$ cat config.mk
export PLATFORM = sky130hd
export DESIGN_NAME = gray_step_sched
export DESIGN_NICKNAME = d
export VERILOG_FILES = /design/src/rtl/gray_sched_pkg.sv /design/src/rtl/rr_arb2.sv /design/src/rtl/gray_step_sched.sv
export SDC_FILE = /design/constraint.sdc
export NUM_CORES = 1
export LEC_CHECK = 0
export ABC_AREA = 1
export ABC_CLOCK_PERIOD_IN_PS = 1500
export BUFFER_PORTS_ARGS = -buffer_cell sky130_fd_sc_hd__buf_2
export CAP_MARGIN = 30
export CORE_MARGIN = 5
export CORE_UTILIZATION = 52
export CTS_CLUSTER_DIAMETER = 30
export DETAILED_ROUTE_END_ITERATION = 8
export PLACE_DENSITY = 0.84
export SETUP_SLACK_MARGIN = 0.4
export SLEW_MARGIN = 20
export SYNTH_ARGS = -nofsm -noshare
export SYNTH_HDL_FRONTEND = slang
export SYNTH_SLANG_ARGS = --single-unit
export TNS_END_PERCENT = 1
$ cat constraint.sdc
create_clock -name Clk -period 1.5 [get_ports Clk]
set_input_delay 0.3 -clock Clk [delete_from_list [all_inputs] [get_ports Clk]]
set_output_delay 0.3 -clock Clk [all_outputs]
set_load 0.02 [all_outputs]
$ cat src/rtl/gray_sched_pkg.sv
// Shared types and constants for the gray-counter step scheduler.
`timescale 1ns/100ps
package gray_sched_pkg;

    localparam int W_DEF     = 3;
    localparam int LEN_W_DEF = 4;

    typedef enum logic [1:0] {
        ST_IDLE   = 2'd0,
        ST_RUN    = 2'd1,
        ST_CLEAR  = 2'd2,
        ST_FINISH = 2'd3
    } state_e;

    // Last gray code before the counter rolls back to zero (e.g. 3'b100 for W=3).
    function automatic int unsigned gray_max(input int unsigned w);
        return 32'd1 << (w - 1);
    endfunction

    localparam logic [W_DEF-1:0] GRAY_MAX = W_DEF'(gray_max(W_DEF));

endpackage

$ cat src/rtl/rr_arb2.sv
// Two-way round-robin arbiter; the last-served pointer advances only on accept.
`timescale 1ns/100ps
module rr_arb2 (
    input  logic       clk,
    input  logic       reset,
    input  logic [1:0] valid,
    input  logic       accept,
    output logic [1:0] grant
);

    logic last_q;
    logic last_d;

    always_comb begin
        // NOTE: every always_comb output gets a default first so no latch is inferred.
        grant  = 2'b00;
        last_d = last_q;
        unique case (valid)
            2'b01:   grant = 2'b01;
            2'b10:   grant = 2'b10;
            2'b11:   grant = last_q ? 2'b01 : 2'b10;
            default: grant = 2'b00;
        endcase
        if (accept) begin
            last_d = grant[1];
        end
    end

    // Pointer holds the index served last; resetting it to 1 gives req0 first priority.
    always_ff @(posedge clk) begin
        // NOTE: sequential state uses non-blocking assignments only.
        if (reset) begin
            last_q <= 1'b1;
        end else begin
            last_q <= last_d;
        end
    end

endmodule

$ cat src/rtl/gray_step_sched.sv
// Two-requester scheduler that owns the enable/clear of a shared gray counter.
`timescale 1ns/100ps
module gray_step_sched
    import gray_sched_pkg::*;
#(
    parameter int W     = W_DEF,
    parameter int LEN_W = LEN_W_DEF
) (
    input  logic             Clk,
    input  logic             Reset,
    input  logic [1:0]       Req_valid,
    input  logic [2*LEN_W-1:0] Req_len,
    output logic [1:0]       Req_ready,
    output logic             Cnt_en,
    output logic             Cnt_clr,
    input  logic [W-1:0]     Cnt_val,
    output logic             Busy,
    output logic             Done,
    output logic             Done_id,
    output logic [LEN_W-1:0] Wraps
);

    localparam logic [W-1:0]     GRAY_TOP = W'(gray_max(W));
    localparam logic [LEN_W-1:0] LEN_ONE  = LEN_W'(1);

    state_e           state_q, state_d;
    logic [LEN_W-1:0] rem_q, rem_d;
    logic             id_q, id_d;
    logic [LEN_W-1:0] wrap_cnt_q, wrap_cnt_d;
    logic             done_id_q, done_id_d;
    logic [LEN_W-1:0] wraps_q, wraps_d;

    logic [1:0]       grant;
    logic             accept;
    logic             win_id;
    logic [LEN_W-1:0] win_len;

    rr_arb2 u_arb (
        .clk    (Clk),
        .reset  (Reset),
        .valid  (Req_valid),
        .accept (accept),
        .grant  (grant)
    );

    assign Req_ready = (state_q == ST_IDLE) ? grant : 2'b00;
    assign accept    = |(Req_valid & Req_ready);
    assign win_id    = grant[1];
    assign win_len   = win_id ? Req_len[2*LEN_W-1:LEN_W] : Req_len[LEN_W-1:0];

    always_comb begin
        state_d    = state_q;
        rem_d      = rem_q;
        id_d       = id_q;
        wrap_cnt_d = wrap_cnt_q;
        done_id_d  = done_id_q;
        wraps_d    = wraps_q;
        unique case (state_q)
            ST_IDLE: begin
                if (accept) begin
                    id_d       = win_id;
                    rem_d      = win_len;
                    wrap_cnt_d = '0;
                    state_d    = (win_len == '0) ? ST_CLEAR : ST_RUN;
                end
            end
            ST_RUN: begin
                rem_d = rem_q - LEN_ONE;
                // A step taken from the top gray code rolls the counter over to zero.
                if (Cnt_val == GRAY_TOP && wrap_cnt_q != '1) begin
                    wrap_cnt_d = wrap_cnt_q + LEN_ONE;
                end
                if (rem_q == LEN_ONE) begin
                    state_d   = ST_FINISH;
                    done_id_d = id_q;
                    wraps_d   = wrap_cnt_d;
                end
            end
            ST_CLEAR: begin
                state_d   = ST_FINISH;
                done_id_d = id_q;
                wraps_d   = wrap_cnt_q;
            end
            ST_FINISH: state_d = ST_IDLE;
            default:   state_d = ST_IDLE;
        endcase
    end

    always_ff @(posedge Clk) begin
        if (Reset) begin
            state_q    <= ST_IDLE;
            rem_q      <= '0;
            id_q       <= 1'b0;
            wrap_cnt_q <= '0;
            done_id_q  <= 1'b0;
            wraps_q    <= '0;
        end else begin
            state_q    <= state_d;
            rem_q      <= rem_d;
            id_q       <= id_d;
            wrap_cnt_q <= wrap_cnt_d;
            done_id_q  <= done_id_d;
            wraps_q    <= wraps_d;
        end
    end

    assign Cnt_en  = (state_q == ST_RUN);
    assign Cnt_clr = (state_q == ST_CLEAR);
    assign Busy    = (state_q != ST_IDLE);
    assign Done    = (state_q == ST_FINISH);
    assign Done_id = done_id_q;
    assign Wraps   = wraps_q;

endmodule
# Word-level counts from Yosys, hierarchy flattened
# Cells that the tools add are included.
[totals] register_bits=17 inputBits=15
[classes] bitwise=1 n_eq_ne=11 n_reduce_logical=11 n_mux=17 n_addsub=2
[ops] cell="$pmux 4 s2" count=3
[ops] cell="$mux 4" count=5
[ops] cell="$mux 2" count=5
[ops] cell="$eq 2x2->1 const B" count=4
[ops] cell="$pmux 2 s4" count=1
[ops] cell="$reduce_and 2->1" count=4
[ops] cell="$pmux 2 s3" count=1
[ops] cell="$reduce_bool 2->1" count=3
[ops] cell="$add 4x1->4 const B" count=1
[ops] cell="$eq 2x1->1 const B" count=2
[ops] cell="$eq 4x1->1 const B" count=1
[ops] cell="$logic_not 4->1" count=1
[ops] cell="$ne 4x4->1 const B" count=1
[ops] cell="$sub 4x1->4 const B" count=1
[ops] cell="$eq 3x3->1 const B" count=1
[ops] cell="$and 2x2->2" count=1
[ops] cell="$logic_not 2->1" count=1
[ops] cell="$ne 2x1->1 const B" count=1
[ops] cell="$ne 2x2->1 const B" count=1
[ops] cell="$pmux 1 s2" count=1
[ops] cell="$reduce_or 2->1" count=1
[ops] cell="$logic_and 1x1->1" count=1
[ops] cell="$mux 1" count=1

# Depth between registers and ports, before layout
[logic_depth] ltp_word=7 depth_mapped=9 depth_no_buf=9

# Hierarchy
# From an unflattened synthesis, not the netlist that was laid out.
[hier_totals] hier_cells=176 area_unflattened_um2=1153.6
[modules_own_cells] module="gray_step_sched" area_each_um2=1094.8 cells_each=167 n_inst=1 seq_area_each_um2=320.3
[modules_own_cells] module="rr_arb2" area_each_um2=58.8 cells_each=9 n_inst=1 seq_area_each_um2=20.0

# Least setup slack after synthesis
# OpenSTA, ideal clock, no wires.
[synth_path] path_kind="register to output" startpoint="register state_q[0]" endpoint="output port Req_ready[0]" t_arrival_ns=1.381 stages_incl_launch_ff=5 slack_ns=-0.181 cell_sequence="dfxtp_1 inv_1 ha_1 inv_1 nor3_1"
[synth_via] elab_chain_len=2
[synth_rtl] element="start, declared" line="gray_step_sched.sv:26" text="state_e state_q, state_d;"
[synth_rtl] element="start signal, assigned" line="gray_step_sched.sv:98" text="state_q <= state_d;"
[synth_rtl] element="$logic_not 2->1" line="gray_step_sched.sv:46" text="assign Req_ready = (state_q == ST_IDLE) ? grant : 2'b00;"
[synth_rtl] element="$mux 2" line="gray_step_sched.sv:46"
[synth_rtl] element="end, declared" line="gray_step_sched.sv:13" text="output logic [1:0] Req_ready,"
# Every way passes these cells.

# Final worst setup path
# Ends and elaborated chain as after synthesis.

==> reports/metrics.yaml <==
synthesis:
  netlist_top_cells_area: "dfxtp_1 31%, nand2_1 11%, ha_1 9.0%, a21oi_1 8.6%, inv_1 6.1%"
  yosys-top-cells-count: "31 x nand2_1, 19 x a21oi_1, 18 x inv_1"
  netlist.area_leader.share: 0.308
  yosys_most_used_dff: "dfxtp_1"
  ys_ff_latch: 17
  yosysMostFrequentCell: "nand2_1"
  synth_area_leader_cell: "dfxtp_1"
  synth_fp_nets: 174
  synth.distinct_cells: 28
  synthArstFlopShare: 0
  synth_cells: 151
  syn_area_um2: 1110
  synth_edf_count: 0
  synth_warnings: 0
  synth_area_per_cell_um2: 7.32
  yosysSeqAreaShare: 0.308
critical_path:
  cp-startpoint: "state_q[0]"
  cp-start-kind: "register"
  critPathMaxFanout: 4
  cp.required_ps: 1200
  path_class: "reg2out"
  worstReg2RegEnd: "rem_q[3]"
  ff2ff_setup_slack_ps: 20
  endpoint_kind: "primary output"
  crit_arrival_ps: 1210
  regToRegStartpoint: "state_q[0]"
  r2r_cells: 7
power:
  intPower_mw: 1.44
  power_frac_comb: 0.656
  power_density_nw_per_um2: 1900
  power.total_mw: 2.82
  clockPowerShare: 0.090
  leakage_nw: 0.642
  p_sw_mw: 1.38
  swShare: 0.490
  pwr-share-seq: 0.254
  ir_drop_mv: 1.53
timing:
  min_period_ps: 1510
  hold_viol_final: 0
  setup_viol: 1
  fin_skew_ps: 4.36
  drv_slew: 0
  clock.fmax_ghz: 0.662
  rsz0062_at_grt: "true"
  fin_crit_sh: 1.01
  tightest_slew_ps: 364
  fin_ws_ps: -11.4
  relSlewSlack: 0.756
global_routing:
  grt_max_degree: 12
  grt_overflow: 0
  grt_pass1_wl_um: 4760
  globalRouteTotalUtil: 0.184
  grt_pass1_vias: 1086
  antenna_found_initial: 0
floorplanning:
  die_x_um: 56.1
  num_rows: 16
  core_um2: 2000
  die_area_um2: 3150
  start_util: 0.553
  io_pins: 26
  die_y_um: 56.1
layout:
  seqCellArea_um2: 353
  diodes: 0
  utilization: 0.742
  layout-drive-gt1-share: 0.461
  nets: 204
  layout.cells.non_filler: 207
  postLayoutCellArea_um2: 1490
  syn2layout_area_growth_pct: 34.3
  nFillCells: 156
  multi_input_area_um2: 798
run:
  drv_cap: 0
routing:
  vias: 1091
  viasPerCell: 5.27
  drtAntennaViolNets: 0
  totalWireLength_um: 2770
  dr.pass1.iters: 4
  initialDrtViolationCount: 19
  wl_per_cell_um: 13.4
  drc_errors: 0
outcome:
  status: "finished with violations"
  violations: "negative setup slack"
placed_design:
  postPlaceCellArea_um2: 1320
  port_buffers: 25
  hpwl_um: 1970
  dpl_worst_slack_ps: 117
  dp_cells: 201
  gp_congestion: 0.873
worst_hold_path:
  hold_depth: 2
  hold_end: "state_q[0]"
  holdCritPathClass: "in2reg"
  worstHoldStart: "Reset"
cts:
  cts_tree: "built"
  cts.reportedPaths.clkPinSlew_ps: 110
  cts_buffers: 3
  insertion_delay_ps: 300
  cts_buffer_depth: 2
  cts_htree_levels: 1
  root_buffer: "clkbuf_4"
  clock-sinks: 17
[area by class of cell]
| type | instances | area share |
|---|---|---|
| Multi-Input combinational cell | 111 | 0.537 |
| Inverter | 20 | 0.0573 |
| Timing Repair Buffer | 28 | 0.126 |
| Clock inverter | 1 | 0.00337 |
| Tap cell | 27 | 0.0227 |
| Sequential cell | 17 | 0.238 |
| Clock buffer | 3 | 0.0152 |
[critical path, cell delays in order (launching register included)]
cell,delay (ps)
dfxtp_4,380
inv_4,80
ha_4,140
inv_4,50
nor3_4,120
buf_6,140
[per-layer routing]
layer	vias to the layer above	GRT usage	routed length, um
met4	0	0.0712	32
li1	556	-	-
met2	25	0.311	1420
met5	-	0	0
met3	6	0.0348	126
met1	504	0.229	1200
[logic make-up after synthesis]
group | count (synthesis) | share of synthesized area
fa+ha+maj | 8 | 0.0905
simple gates | 58 | 0.242
xor+xnor | 2 | 0.0226
flops | 17 | 0.308
buf+inv | 23 | 0.0826
compound gates | 43 | 0.255
[through the flow]
stage	hold WS [ps]	setup TNS [ps]
floorplan	441	0
global placement	467	0
detailed placement	466	0
CTS	315	-17.4
global route	318	-158
finish	319	-11.4
[repair_timing]
action                                  in CTS  in global routing
pin swaps                                   26                 18
resized for setup                           35                 10
buffers inserted                             2                  0
hold buffers                                 0                  0
endpoints found under the setup margin      25                 28
[cells in the final DEF (no fill, tap or decap), types with 3 or more instances in the layout]
cell type,instances
o21ai_1,6
buf_2,18
o211ai_1,5
clkbuf_4,3
a21oi_1,16
a21oi_2,6
nand2_1,26
inv_1,11
nand2_2,8
ha_4,4
o21ai_0,3
nor2_2,4
nand3_1,7
buf_6,6
dfxtp_1,13
dfxtp_4,3
buf_4,4
ha_1,4
nor2_1,5
inv_2,6
[power by group through the flow]
stage / Sequential, mW / Clock (mW) / Combinational, mW
2_1_floorplan: 0.725 / 0 / 1.21
3_3_place_gp: 0.694 / 0 / 1.49
3_5_place_dp: 0.699 / 0 / 1.55
4_1_cts: 0.710 / 0.258 / 1.77
5_1_grt: 0.732 / 0.291 / 2.02
6_report: 0.717 / 0.254 / 1.85
[flip-flops by register name (all words and copies together) (netlist names)]
name          cells
Done_id           1
rem_q             4
id_q              1
u_arb.last_q      1
Wraps             4
wrap_cnt_q        4
state_q           2
[worst max path at each step]
stage | to | cells past startpoint
after floorplan | rem_q[3] | 7
after global placement | Wraps[2] | 7
final | Req_ready[0] | 5
after CTS | Req_ready[0] | 5
after detailed placement | rem_q[3] | 6
after global routing | Req_ready[0] | 5
Power figures use the tool's default switching activity.
